===== src/rtl/uch_burst_arb.sv =====
// rtl/uch_burst_arb.sv - round-robin burst sequencer sharing one up counter between requesters
module uch_burst_arb #(
    parameter int NUM_REQ = 4,
    parameter int CNT_W   = 4
) (
    input  logic                       uba_clk,
    input  logic                       uba_rst,
    input  logic [NUM_REQ-1:0]         uba_req,
    input  logic [NUM_REQ*CNT_W-1:0]   uba_len,
    input  logic                       uba_hold,
    input  logic [CNT_W-1:0]           uba_cnt_val,
    output logic                       uba_cnt_rst,
    output logic                       uba_cnt_en,
    output logic [NUM_REQ-1:0]         uba_gnt,
    output logic [NUM_REQ-1:0]         uba_done,
    output logic [NUM_REQ-1:0]         uba_abrt,
    output logic                       uba_busy
);

    localparam int IDX_W = (NUM_REQ > 1) ? $clog2(NUM_REQ) : 1;

    typedef enum logic [2:0] {
        ST_IDLE  = 3'd0,
        ST_CLEAR = 3'd1,
        ST_RUN   = 3'd2,
        ST_DONE  = 3'd3,
        ST_ABORT = 3'd4
    } state_t;

    state_t               r_state;
    logic [NUM_REQ-1:0]   r_gnt;
    logic [NUM_REQ-1:0]   r_done;
    logic [NUM_REQ-1:0]   r_abrt;
    logic [IDX_W-1:0]     r_ptr;
    logic [CNT_W-1:0]     r_len;
    logic                 r_clr;
    logic                 r_busy;

    logic [CNT_W-1:0]     w_len_arr [NUM_REQ];
    logic                 w_found;
    logic [IDX_W-1:0]     w_pick;
    logic [NUM_REQ-1:0]   w_pick_oh;
    logic                 w_req_g;
    logic                 w_run;
    logic                 w_at_len;

    // Unpack the per-requester burst lengths so the winner's length is a plain array read
    genvar gi;
    generate
        for (gi = 0; gi < NUM_REQ; gi++) begin : g_len
            assign w_len_arr[gi] = uba_len[gi*CNT_W +: CNT_W];
        end
    endgenerate

    // Round-robin scan starting just after the last granted requester, wrapping around
    always_comb begin
        int               w_pos;
        logic [IDX_W-1:0] w_idx;
        w_found   = 1'b0;
        w_pick    = '0;
        w_pick_oh = '0;
        w_pos     = 0;
        w_idx     = '0;
        for (int k = 0; k < NUM_REQ; k++) begin
            w_pos = int'(r_ptr) + 1 + k;
            if (w_pos >= NUM_REQ) begin
                w_pos = w_pos - NUM_REQ;
            end
            w_idx = IDX_W'(w_pos);
            if (!w_found && uba_req[w_idx]) begin
                w_found = 1'b1;
                w_pick  = w_idx;
            end
        end
        w_pick_oh[w_pick] = w_found;
    end

    // The granted requester still asserting its request; losing it during RUN aborts the burst
    assign w_req_g  = |(uba_req & r_gnt);
    assign w_run    = (r_state == ST_RUN);
    assign w_at_len = (uba_cnt_val == r_len);

    // Counter enable is combinational so hold, abort and terminal count gate the very same cycle
    assign uba_cnt_en  = w_run && !uba_hold && w_req_g && !w_at_len;
    assign uba_cnt_rst = uba_rst | r_clr;

    assign uba_gnt  = r_gnt;
    assign uba_done = r_done;
    assign uba_abrt = r_abrt;
    assign uba_busy = r_busy;

    // Burst sequencer: arbitrate, clear the counter, run to length or abort, then pulse completion
    always_ff @(posedge uba_clk or posedge uba_rst) begin
        if (uba_rst) begin
            r_state <= ST_IDLE;
            r_gnt   <= '0;
            r_done  <= '0;
            r_abrt  <= '0;
            r_ptr   <= IDX_W'(NUM_REQ - 1);
            r_len   <= '0;
            r_clr   <= 1'b0;
            r_busy  <= 1'b0;
        end else begin
            case (r_state)
                ST_IDLE: begin
                    if (w_found) begin
                        r_state <= ST_CLEAR;
                        r_gnt   <= w_pick_oh;
                        r_len   <= w_len_arr[w_pick];
                        r_ptr   <= w_pick;
                        r_clr   <= 1'b1;
                        r_busy  <= 1'b1;
                    end
                end
                ST_CLEAR: begin
                    r_clr   <= 1'b0;
                    r_state <= ST_RUN;
                end
                ST_RUN: begin
                    // A dropped request wins over both terminal count and hold
                    if (!w_req_g) begin
                        r_state <= ST_ABORT;
                        r_abrt  <= r_gnt;
                    end else if (w_at_len) begin
                        r_state <= ST_DONE;
                        r_done  <= r_gnt;
                    end
                end
                ST_DONE, ST_ABORT: begin
                    r_state <= ST_IDLE;
                    r_gnt   <= '0;
                    r_done  <= '0;
                    r_abrt  <= '0;
                    r_busy  <= 1'b0;
                end
                default: begin
                    r_state <= ST_IDLE;
                    r_gnt   <= '0;
                    r_done  <= '0;
                    r_abrt  <= '0;
                    r_clr   <= 1'b0;
                    r_busy  <= 1'b0;
                end
            endcase
        end
    end

endmodule


===== config.mk =====
export PLATFORM = sky130hd
export DESIGN_NAME = uch_burst_arb
export DESIGN_NICKNAME = d
export VERILOG_FILES = /design/src/rtl/uch_burst_arb.sv
export SDC_FILE = /design/constraint.sdc
export NUM_CORES = 1
export LEC_CHECK = 0
export ABC_CLOCK_PERIOD_IN_PS = 2950
export CORE_MARGIN = 2
export CORE_UTILIZATION = 45
export CTS_BUF_LIST = sky130_fd_sc_hd__clkbuf_8
export CTS_CLUSTER_SIZE = 25
export DETAILED_ROUTE_END_ITERATION = 8
export PLACE_DENSITY = 0.78
export SETUP_SLACK_MARGIN = 0.3
export SKIP_CTS_REPAIR_TIMING = 1
export SYNTH_ARGS = -nofsm -noshare
export SYNTH_HDL_FRONTEND = slang
export SYNTH_SLANG_ARGS = --single-unit

===== constraint.sdc =====
create_clock -name uba_clk -period 2.95 [get_ports uba_clk]
set_input_delay 0.59 -clock uba_clk [delete_from_list [all_inputs] [get_ports uba_clk]]
set_output_delay 0.59 -clock uba_clk [all_outputs]
set_load 0.01 [all_outputs]

# After elaboration in Yosys (flattened, before gate mapping)
# Cells that the tools add are included.
[word_totals] ff_bits=23 inputBits=27 output_inout_bits=15 word_cells=106
[op_classes] addsub=8 order_cmp=11 n_eq_ne=10 mux=39 bitwise_logic=7 n_reduce_logical=23
[op_table] operator="$mux W4" n=6
[op_table] operator="$pmux W4 S2" n=3
[op_table] operator="$mux W2" n=8
[op_table] operator="$lt A2 B3 Y1 const B" n=5
[op_table] operator="$ge A4 B3 Y1 const B" n=3
[op_table] operator="$mux W1" n=10
[op_table] operator="$reduce_and A2 Y1" n=5
[op_table] operator="$mux W3" n=3
[op_table] operator="$pmux W3 S3" n=1
[op_table] operator="$add A3 B2 Y4 const B" n=2
[op_table] operator="$and A4 B4 Y4" n=2
[op_table] operator="$bmux W1 S2" n=4
[op_table] operator="$bmux W4 S2" n=1
[op_table] operator="$sub A2 B1 Y2 const B" n=4
[op_table] operator="$logic_and A1 B1 Y1" n=7
[op_table] operator="$eq A3 B2 Y1 const B" n=2
[op_table] operator="$ge A3 B3 Y1 const B" n=2
[op_table] operator="$ne A2 B2 Y1 const B" n=3
[op_table] operator="$logic_not A1 Y1" n=5
[op_table] operator="$add A3 B1 Y4 const B" n=1
[op_table] operator="$eq A4 B4 Y1" n=1
[op_table] operator="$pmux W1 S2" n=2
[op_table] operator="$reduce_or A2 Y1" n=2
[op_table] operator="$reduce_or A4 Y1" n=1
[op_table] operator="13 further kinds" n=15

# Logic depth before layout (Yosys ltp)
# Gate-level depths: netlist (run 1).
[logic_depth] word_depth=22 mapped_depth=6

# Worst setup path after synthesis (run 1)
# OpenSTA, ideal clock, no wires.
[synth_timing] path_type="input to register" startpoint="input uba_req[1]" endpoint="register r_len[0]" setup_ns=0.120 t_arrival_ns=1.765 slack_ns=1.064 stages=6 cell_sequence="nor2b_2 -> o21bai_2 -> and3_4 -> buf_6 -> mux2_4 -> o211a_1"
[synth_between] elab_chain_cells=16 elab_cells_between_ends=27 cone_classes="mux: 19; bitwise: 1; reduce/logical: 7"
[synth_rtl] item="start: declaration" line_no="8" rtl="input logic [NUM_REQ-1:0] uba_req,"
[synth_rtl] item="$bmux W1 S2" line_no="70" rtl="if (!w_found && uba_req[w_idx]) begin"
[synth_rtl] item="$mux W1 (not written as such)" line_no="70"
[synth_rtl] item="$mux W1" line_no="70"
[synth_rtl] item="$logic_not A1 Y1" line_no="70"
[synth_rtl] item="$logic_and A1 B1 Y1" line_no="70"
[synth_rtl] item="$mux W1" line_no="70"
[synth_rtl] item="$logic_not A1 Y1" line_no="70"
[synth_rtl] item="$logic_and A1 B1 Y1" line_no="70"
[synth_rtl] item="$mux W1" line_no="70"
[synth_rtl] item="$logic_not A1 Y1" line_no="70"
[synth_rtl] item="$logic_and A1 B1 Y1" line_no="70"
[synth_rtl] item="$mux W2" line_no="70"
[synth_rtl] item="$not A2 Y3 (not written as such)" line_no="109" rtl="r_len <= w_len_arr[w_pick];"
[synth_rtl] item="$bmux W4 S2" line_no="109"
[synth_rtl] item="$mux W4 (not written as such) (2 in a row)" line_no="109"
[synth_rtl] item="end signal: assignment" line_no="109"
[synth_rtl] item="end: declaration" line_no="35" rtl="logic [CNT_W-1:0] r_len;"
# Several ways; a longest one is shown, not always the timed one. The select of a mux whose other input is x is not followed.
# A chain may end at the register's enable or synchronous reset.

# Final worst setup path (run 1)
[layout_timing] startpoint="input uba_req[3]" endpoint="register r_len[3]"
# Same word-level chain as after synthesis.

==> results.md, run 1 <==
* Status: completed
* CTS root buffer: clkbuf_8
* WL/cell at 15.71 um
* Full die area at 3311 um2
* Leak pwr at 0.8333 nW
* Io pins at 42
* Initial antenna violation count at 0
* Synthesis-stage register bit count at 23
* Core area at 2734 um2
* Final hold viol count at 0
* Hold Crit Class: reg2reg
* Routed vias at 1146
* YS warnings at 0
* Die W at 57.54 um
* Drt first pass iters at 4
* Critical path type: in2reg
* P&R area growth vs syn at 40.06%
* DR DRC count at 0
* Max cap viols at 0
* Post-layout min period at 2.446 ns
* Starting density of the core at 0.4719
* Post-Syn Instances at 123
* Most frequent cells in the layout: 39 x clkdlybuf4s50_1, 21 x dfrtp_1, 10 x nand2_1
* Nets@finish at 197
* Num CTS Buffers at 3
* H-tree Lvls at 1
* Pwr dens at 883.9 nW/um2
* Vias in the first global route at 1119
* Fraction of layout cells with a size suffix above 1 at 0.1834
* RSZ-0062 raised after global routing: false
* Seq/Total Area, Yosys at 0.4481
* Netlist cell types at 40
* CP Capture Type: register
* Least-Margin Pin Slew at 0.8890 ns
* Setup violators final at 0
* Syn nets at 150
* CTS Sinks at 23
* Fill cells at 225
* Commonest non-fill, non-tap cell in the layout: clkdlybuf4s50_1
* Rows at 19
* First-pass GRT wire length at 5230 um
* Die span in y at 57.54 um
* Clock skew at 0.006106 ns
* Placed Cells at 196
* Tcrit/Tclk final at 0.8291
* Grt ovf at 0
* Fin Setup TNS at 0 ns
* CTS tree: done
* CTS clk-pin slew, worst paths at 0.09 ns
* Maximum clock path buffer count at 2
* Crit path max fanout at 10
* Final GP Congestion at 0.8185
* Antenna Nets Post-Route at 0
* VDD IR-drop max at 0.0005300 V
* Critical Path RT at 3.10 ns
* Hpwl dp at 2436 um
* Largest net degree at the start of global routing at 24
* Critical Path Start Type: input port
* Fmax at 408.8 MHz
* Slew headroom at 0.4067
* Slew Viols, Final at 0
* Total Wirelength at 3142 um
* Vias/cell at 5.730
* Total GRT Usage at 0.2047
* Initial DRC Count at 36
* Cell Count, Final, Fillers Out at 200
* N_diodes at 0
* Syn Area/Cell at 10.49 um2
* CP arrival at 2.60 ns
* # port buffers at 41
* Syn Std Cell Area at 1290 um2
* Worst-Skew Late Latency at 0.26 ns
## layout make-up
class	instances	area [um2]	share of cell area
sequential	23	578.1	0.3199
inverter	3	11.26	0.006233
clock buffer	3	41.29	0.02285
tap	31	38.79	0.02147
clock inverter	1	3.754	0.002078
timing repair buffer	46	452.9	0.2507
multi-input combinational	93	680.7	0.3767
## power breakdown
part,switching (mW),internal [mW],leakage [nW]
clock,0.102,0.0930,0.0269
sequential,0.156,0.453,0.291
combinational,0.363,0.430,0.516
## per-stage QoR
| stage | power [mW] | setup WS, ns | utilization | hold WS, ns | instance area, um2 |
|---|---|---|---|---|---|
| after global placement | 1.365 | 0.2046 | 0.6407 | 0.4604 | 1752 |
| after detailed placement | 1.407 | 0.1517 | 0.6407 | 0.4723 | 1752 |
| final | 1.597 | 0.5041 | 0.6609 | 0.4876 | 1807 |
| after CTS | 1.599 | 0.1511 | 0.6572 | 0.4915 | 1797 |
| after floorplan | 1.107 | 1.064 | - | 0.4930 | 1290 |
| after global routing | 1.714 | 0.3183 | 0.6609 | 0.5231 | 1807 |
## layer usage
metal / routed length (um) / vias up / track usage
met5: 0 / - / 0
met2: 1657 / 42 / 0.3571
met3: 162 / 6 / 0.03175
met1: 1294 / 552 / 0.2671
met4: 27 / 0 / 0.04651
li1: - / 546 / -
## state kept, by name, summed over array words and instances, names as in the netlist
signal,flops
uba_busy,1
r_state,3
r_len,4
uba_gnt,4
r_clr,1
r_ptr,2
uba_abrt,4
uba_done,4
## Yosys cell counts (all sizes together)
master   n  area, um2
clkbuf   1      3.750
o21bai   1      11.26
a21oi    2      10.01
nand2b   1      6.260
a211oi   1      12.51
inv      3      11.26
buf      3      21.27
o21ai    7      35.03
nand2   11      43.80
a22oi    2      15.01
o21a     1      7.510
nand3b   1      7.510
a31oi    2      12.51
dfstp    2      52.55
a22o     4      35.03
nor4     3      40.04
or2      5      31.28
xor2     4      35.03
and3     9      61.31
dfrtp   21      525.5
nor2b    2      15.02
o211a    4      40.04
mux2     9      116.4
a221o    4      40.04
nor2    10      40.04
nor3     3      15.01
a21o     2      15.01
o31ai    1      7.510
a21boi   1      7.510
nand3    3      15.01
## cell families after synthesis
kind of cell / Yosys count / share of synthesized area
flops: 23 / 0.4481
xor+xnor: 4 / 0.02716
mux: 9 / 0.09020
simple gates: 48 / 0.2134
compound gates: 32 / 0.1930
buf+inv: 7 / 0.02812
## worst max-delay path, stage by stage
cell,delay (ns)
clkdlybuf4s50_1,0.51
buf_4,0.15
nor4_2,0.08
nor4_4,0.42
nand3_1,0.35
a221o_1,0.36
o211a_1,0.13
## final timing paths
path | endpoint | slack (ns) | depth (start not counted) | start
min | uba_busy$_DFFE_PP0P_ | 0.49 | 1 | uba_busy$_DFFE_PP0P_
min reg2reg | uba_busy$_DFFE_PP0P_ | 0.49 | 1 | uba_busy$_DFFE_PP0P_
max | r_len[3]$_DFFE_PP0P_ | 0.50 | 7 | uba_req[3]
min in group asynchronous | uba_abrt[2]$_DFFE_PP0P_ | 0.83 | 2 | uba_rst
max in group asynchronous | uba_done[1]$_DFFE_PP0P_ | 1.57 | 2 | uba_rst
max reg2reg | r_len[3]$_DFFE_PP0P_ | 0.83 | 4 | r_state[1]$_DFFE_PP0P_
Power figures use the tool's default switching activity.
==> inputs of run 2 (changes only) <==
- ABC_CLOCK_PERIOD_IN_PS: 2950 -> 2350
- clock period: 2.95 -> 2.35 ns (I/O delays scaled with it)
==> run 2 against run 1 <==
Register-to-register slack worse by 0.34 ns. Total power rose by 30%. Core utilization is 3.3 points higher. Largest cell class unchanged. Critical path depth decreased by 1. Combinational power is 43% higher. Sequential power rose by 15%. Critical path type is now in2out. Routed wire length decreased by 3.3%. Clock-buffer cell count is the same. Clock power increased by 24%.
==> results.md, run 2 (synthesis gave the netlist of run 1 again) <==
* Worst-Skew Late Latency at 0.27 ns
* Max cap viols at 0
* Drt first pass iters at 4
* WL/cell at 14.33 um
* CTS Sinks at 23
* Power, Total at 2.077 mW
* # port buffers at 41
* P&R area growth vs syn at 47.14%
* H-tree Lvls at 1
* Starting density of the core at 0.4719
* Critical Path Start Type: input port
* CTS root buffer: clkbuf_8
* N_diodes at 0
* CP Capture Type: output pin
* Slew Viols, Final at 0
* Hpwl dp at 2462 um
* Leak pwr at 0.9075 nW
* Utilization after layout at 0.6943
* Initial antenna violation count at 0
* Crit path max fanout at 2
* Post-layout min period at 2.069 ns
* Total GRT Usage at 0.1980
* Final GP Congestion at 0.8445
* Rows at 19
* Register area at 578.1 um2
* Antenna Nets Post-Route at 0
* Core area at 2734 um2
* Vias in the first global route at 1199
* CTS tree: done
* Tcrit/Tclk final at 0.8803
* Pwr dens at 1094 nW/um2
* Multi-input gate area at 675.6 um2
* Largest net degree at the start of global routing at 24
* Most frequent cells in the layout: 35 x clkdlybuf4s50_1, 21 x dfrtp_1, 16 x buf_4
* DR DRC count at 0
* Hold Crit Class: reg2reg
* Die W at 57.54 um
* Fmax at 483.4 MHz
* Slew headroom at 0.6886
* Die span in y at 57.54 um
* Setup violators final at 0
* Total Wirelength at 3039 um
* CP arrival at 1.60 ns
* Num CTS Buffers at 3
* Fraction of layout cells with a size suffix above 1 at 0.2376
* Fill cells at 208
* VDD IR-drop max at 0.0006928 V
* Initial DRC Count at 17
* Maximum clock path buffer count at 2
* Status: completed
* Critical path type: in2out
* Full die area at 3311 um2
* Grt ovf at 0
* Vias/cell at 5.580
* Clock skew at 0.001212 ns
* RSZ-0062 raised after global routing: true
* Nets@finish at 209
* Io pins at 42
* Routed vias at 1183
* CTS clk-pin slew, worst paths at 0.08 ns
* First-pass GRT wire length at 5175 um
* Final hold viol count at 0
* Least-Margin Pin Slew at 0.4622 ns
* Critical Path RT at 1.88 ns
* Commonest non-fill, non-tap cell in the layout: clkdlybuf4s50_1
## run 2: critical path: stages
cell and delay, ns:
clkdlybuf4s50_1 0.48, xor2_1 0.16, nor4_1 0.07, buf_4 0.14
nor3_1 0.14, buf_2 0.15
## run 2: metrics by stage
step	hold WS, ns	setup TNS, ns	std cells	setup slack, ns	area (um2)
floorplan	0.4704	0	123	0.5843	1290
detailed placement	0.4659	-0.1439	208	-0.1439	1842
global route	0.5181	0	212	0.2411	1898
finish	0.4815	0	212	0.2812	1898
global placement	0.4599	-0.1328	208	-0.1328	1842
CTS	0.4837	-0.1439	212	-0.1439	1887
## run 2: cell type report
cell class | count | share of cell area
Inverter | 3 | 0.005933
Tap cell | 31 | 0.02044
Sequential cell | 23 | 0.3045
Clock inverter | 1 | 0.001978
Timing Repair Buffer | 58 | 0.2894
Clock buffer | 3 | 0.02175
Multi-Input combinational cell | 93 | 0.3560
## run 2: metal layers
metal | vias to the layer above | global-route usage | routed length (um)
met4 | 0 | 0.06977 | 35
met5 | - | 0 | 0
met2 | 34 | 0.3555 | 1604
li1 | 569 | - | -
met3 | 5 | 0.02721 | 137
met1 | 575 | 0.2403 | 1262
## run 2: worst paths after layout
check	from	to	slack (ns)	cells after the start
worst max-delay path	uba_cnt_val[0]	uba_cnt_en	0.28	6
worst min-delay path	uba_busy$_DFFE_PP0P_	uba_busy$_DFFE_PP0P_	0.48	1
worst max register to register	r_len[3]$_DFFE_PP0P_	uba_done[3]$_DFFE_PP0P_	0.49	7
worst min register to register	uba_busy$_DFFE_PP0P_	uba_busy$_DFFE_PP0P_	0.48	1
max in group asynchronous	uba_rst	r_ptr[0]$_DFFE_PP1P_	1.51	3
min in group asynchronous	uba_rst	r_clr$_DFFE_PP0P_	0.56	3
## run 2: where the power goes
| part | switching [mW] | leakage [nW] | internal, mW |
|---|---|---|---|
| Combinational | 0.521 | 0.590 | 0.614 |
| Sequential | 0.131 | 0.291 | 0.570 |
| Clock | 0.125 | 0.0269 | 0.117 |
==> inputs of run 3 (changes only) <==
- CORE_UTILIZATION: 45 -> 47
- PLACE_DENSITY: 0.78 -> 0.81
==> run 3 against run 2 <==
Critical path depth fell by 1. First-iteration DRC count rose by 150%. Cell area rose by 2.8%. Routed wire length rose by 10%. Final cell count did not move. Core utilization rose by 7.3 points. Clock power barely moved. Die area fell by 4.0%. Fmax rose by 8.2%. Clock skew rose by 0.0029 ns. Via count rose by 3.2%.
==> results.md, run 3 (synthesis gave the netlist of run 1 again) <==
* Status: completed
* Starting density of the core at 0.5069
* Total GRT Usage at 0.2108
* WHS at 0.4920 ns
* Least-Margin Pin Slew at 0.4471 ns
* Initial DRC Count at 42
* CP Cell Sequence: xor2_1 -> nor4_1 -> buf_4 -> nor3_2 -> clkbuf_2
* Drt first pass iters at 5
* Tcrit/Tclk final at 0.8138
* Commonest non-fill, non-tap cell in the layout: clkdlybuf4s50_1
* N_diodes at 0
* Internal cell power at 1.312 mW
* Die W at 56.39 um
* Critical Path RT at 1.88 ns
* Sequential Power Share at 0.331
* Setup violators final at 0
* Clock network power share at 0.114
* Slew Viols, Final at 0
* Hold Crit Class: reg2reg
* Io pins at 42
* Grt ovf at 0
* Num CTS Buffers at 3
* CP arrival at 1.44 ns
* Slew headroom at 0.6988
* Hpwl dp at 2550 um
* Initial antenna violation count at 0
* Fmax at 522.9 MHz
* Total Wirelength at 3349 um
* Max cap viols at 0
* Fill cells at 178
* Crit path buf inv count at 2
* CTS Sinks at 23
* Clock skew at 0.004121 ns
* P&R area growth vs syn at 51.31%
* Logic pwr share at 0.555
* Final hold viol count at 0
* Sw frac at 0.3824
* CTS root buffer: clkbuf_8
* Multi-input gate area at 701.9 um2
* DR DRC count at 0
* Worst path slowest cell: dfrtp_1
* Vias in the first global route at 1181
* Full die area at 3180 um2
* Pwr dens at 1089 nW/um2
* Critical Path Start Type: register
* Vias/cell at 5.759
* Crit path max fanout at 2
* First-pass GRT wire length at 5299 um
* CTS clk-pin slew, worst paths at 0.08 ns
* CTS tree: done
* Post-route cell area at 1952 um2
* Leak pwr at 0.9604 nW
* VDD IR-drop max at 0.0008140 V
* Most frequent cells in the layout: 31 x clkdlybuf4s50_1, 21 x dfrtp_1, 14 x buf_4
* Fraction of layout cells with a size suffix above 1 at 0.2582
* Crit path max-delay family: flip-flops
* WL/cell at 15.80 um
* Maximum clock path buffer count at 2
* Nets@finish at 210
* Die span in y at 56.39 um
* H-tree Lvls at 1
* # port buffers at 41
* Critical path type: reg2out
* Placed Cells at 205
* Antenna Nets Post-Route at 0
* Reg-to-reg slack, setup at 0.45 ns
* Cell Count, Final, Fillers Out at 212
* Post-layout min period at 1.913 ns
* P_sw at 812.6 uW
* Final GP Congestion at 0.8149
* Register area at 578.1 um2
* RSZ-0062 raised after global routing: false
* Rows at 18
* Routed vias at 1221
* CP peak stage delay at 0.39 ns
* Utilization after layout at 0.7670
* DP Area at 1826 um2
* Largest net degree at the start of global routing at 24
* Core area at 2545 um2
* CP Capture Type: output pin
* Worst-Skew Late Latency at 0.26 ns
[run 3: cell count changes in the layout (fill, tap and decap cells not counted), moves of 2 or more]
cell / change
dlymetal6s2s_1: +4
clkdlybuf4s50_1: -4
mux2_4: +2
buf_6: +3
buf_4: -2
[run 3: path summary, 6_finish.rpt]
| path | cells after the start | start | endpoint |
|---|---|---|---|
| worst max-delay path | 5 | r_len[3]$_DFFE_PP0P_ | uba_cnt_en |
| worst min-delay path | 1 | uba_busy$_DFFE_PP0P_ | uba_busy$_DFFE_PP0P_ |
| worst max register to register | 7 | r_len[3]$_DFFE_PP0P_ | uba_done[1]$_DFFE_PP0P_ |
| worst min register to register | 1 | uba_busy$_DFFE_PP0P_ | uba_busy$_DFFE_PP0P_ |
| max in group asynchronous | 3 | uba_rst | r_ptr[1]$_DFFE_PP1P_ |
| min in group asynchronous | 3 | uba_rst | r_state[0]$_DFFE_PP0P_ |
[run 3: final cells by class]
class / count / area share
Clock buffer: 3 / 0.02115
Clock inverter: 1 / 0.001923
Inverter: 3 / 0.005769
Multi-Input combinational cell: 93 / 0.3596
Sequential cell: 23 / 0.2962
Tap cell: 30 / 0.01923
Timing Repair Buffer: 59 / 0.2962
[run 3: per-stage QoR]
step	setup WS (ns)	power [mW]	setup TNS, ns
final	0.4375	2.125	0
after global routing	0.3399	2.271	0
after CTS	-0.1781	2.070	-0.1781
after detailed placement	-0.1775	1.834	-0.4918
after global placement	-0.1317	1.779	-0.2113
after floorplan	0.5843	1.390	0
[run 3: metal layers]
| layer | track usage | share of wire |
|---|---|---|
| met1 | 0.2540 | 0.40 |
| met2 | 0.3849 | 0.54 |
| met3 | 0.03456 | 0.044 |
| met4 | 0.05782 | 0.011 |
| met5 | 0 | 0 |
[run 3: power by group through the flow]
| stage | clock [mW] | combinational, mW | sequential, mW |
|---|---|---|---|
| floorplan | 0 | 0.676 | 0.714 |
| global placement | 0 | 1.08 | 0.700 |
| detailed placement | 0 | 1.12 | 0.711 |
| CTS | 0.241 | 1.13 | 0.703 |
| global route | 0.264 | 1.28 | 0.724 |
| finish | 0.242 | 1.18 | 0.703 |
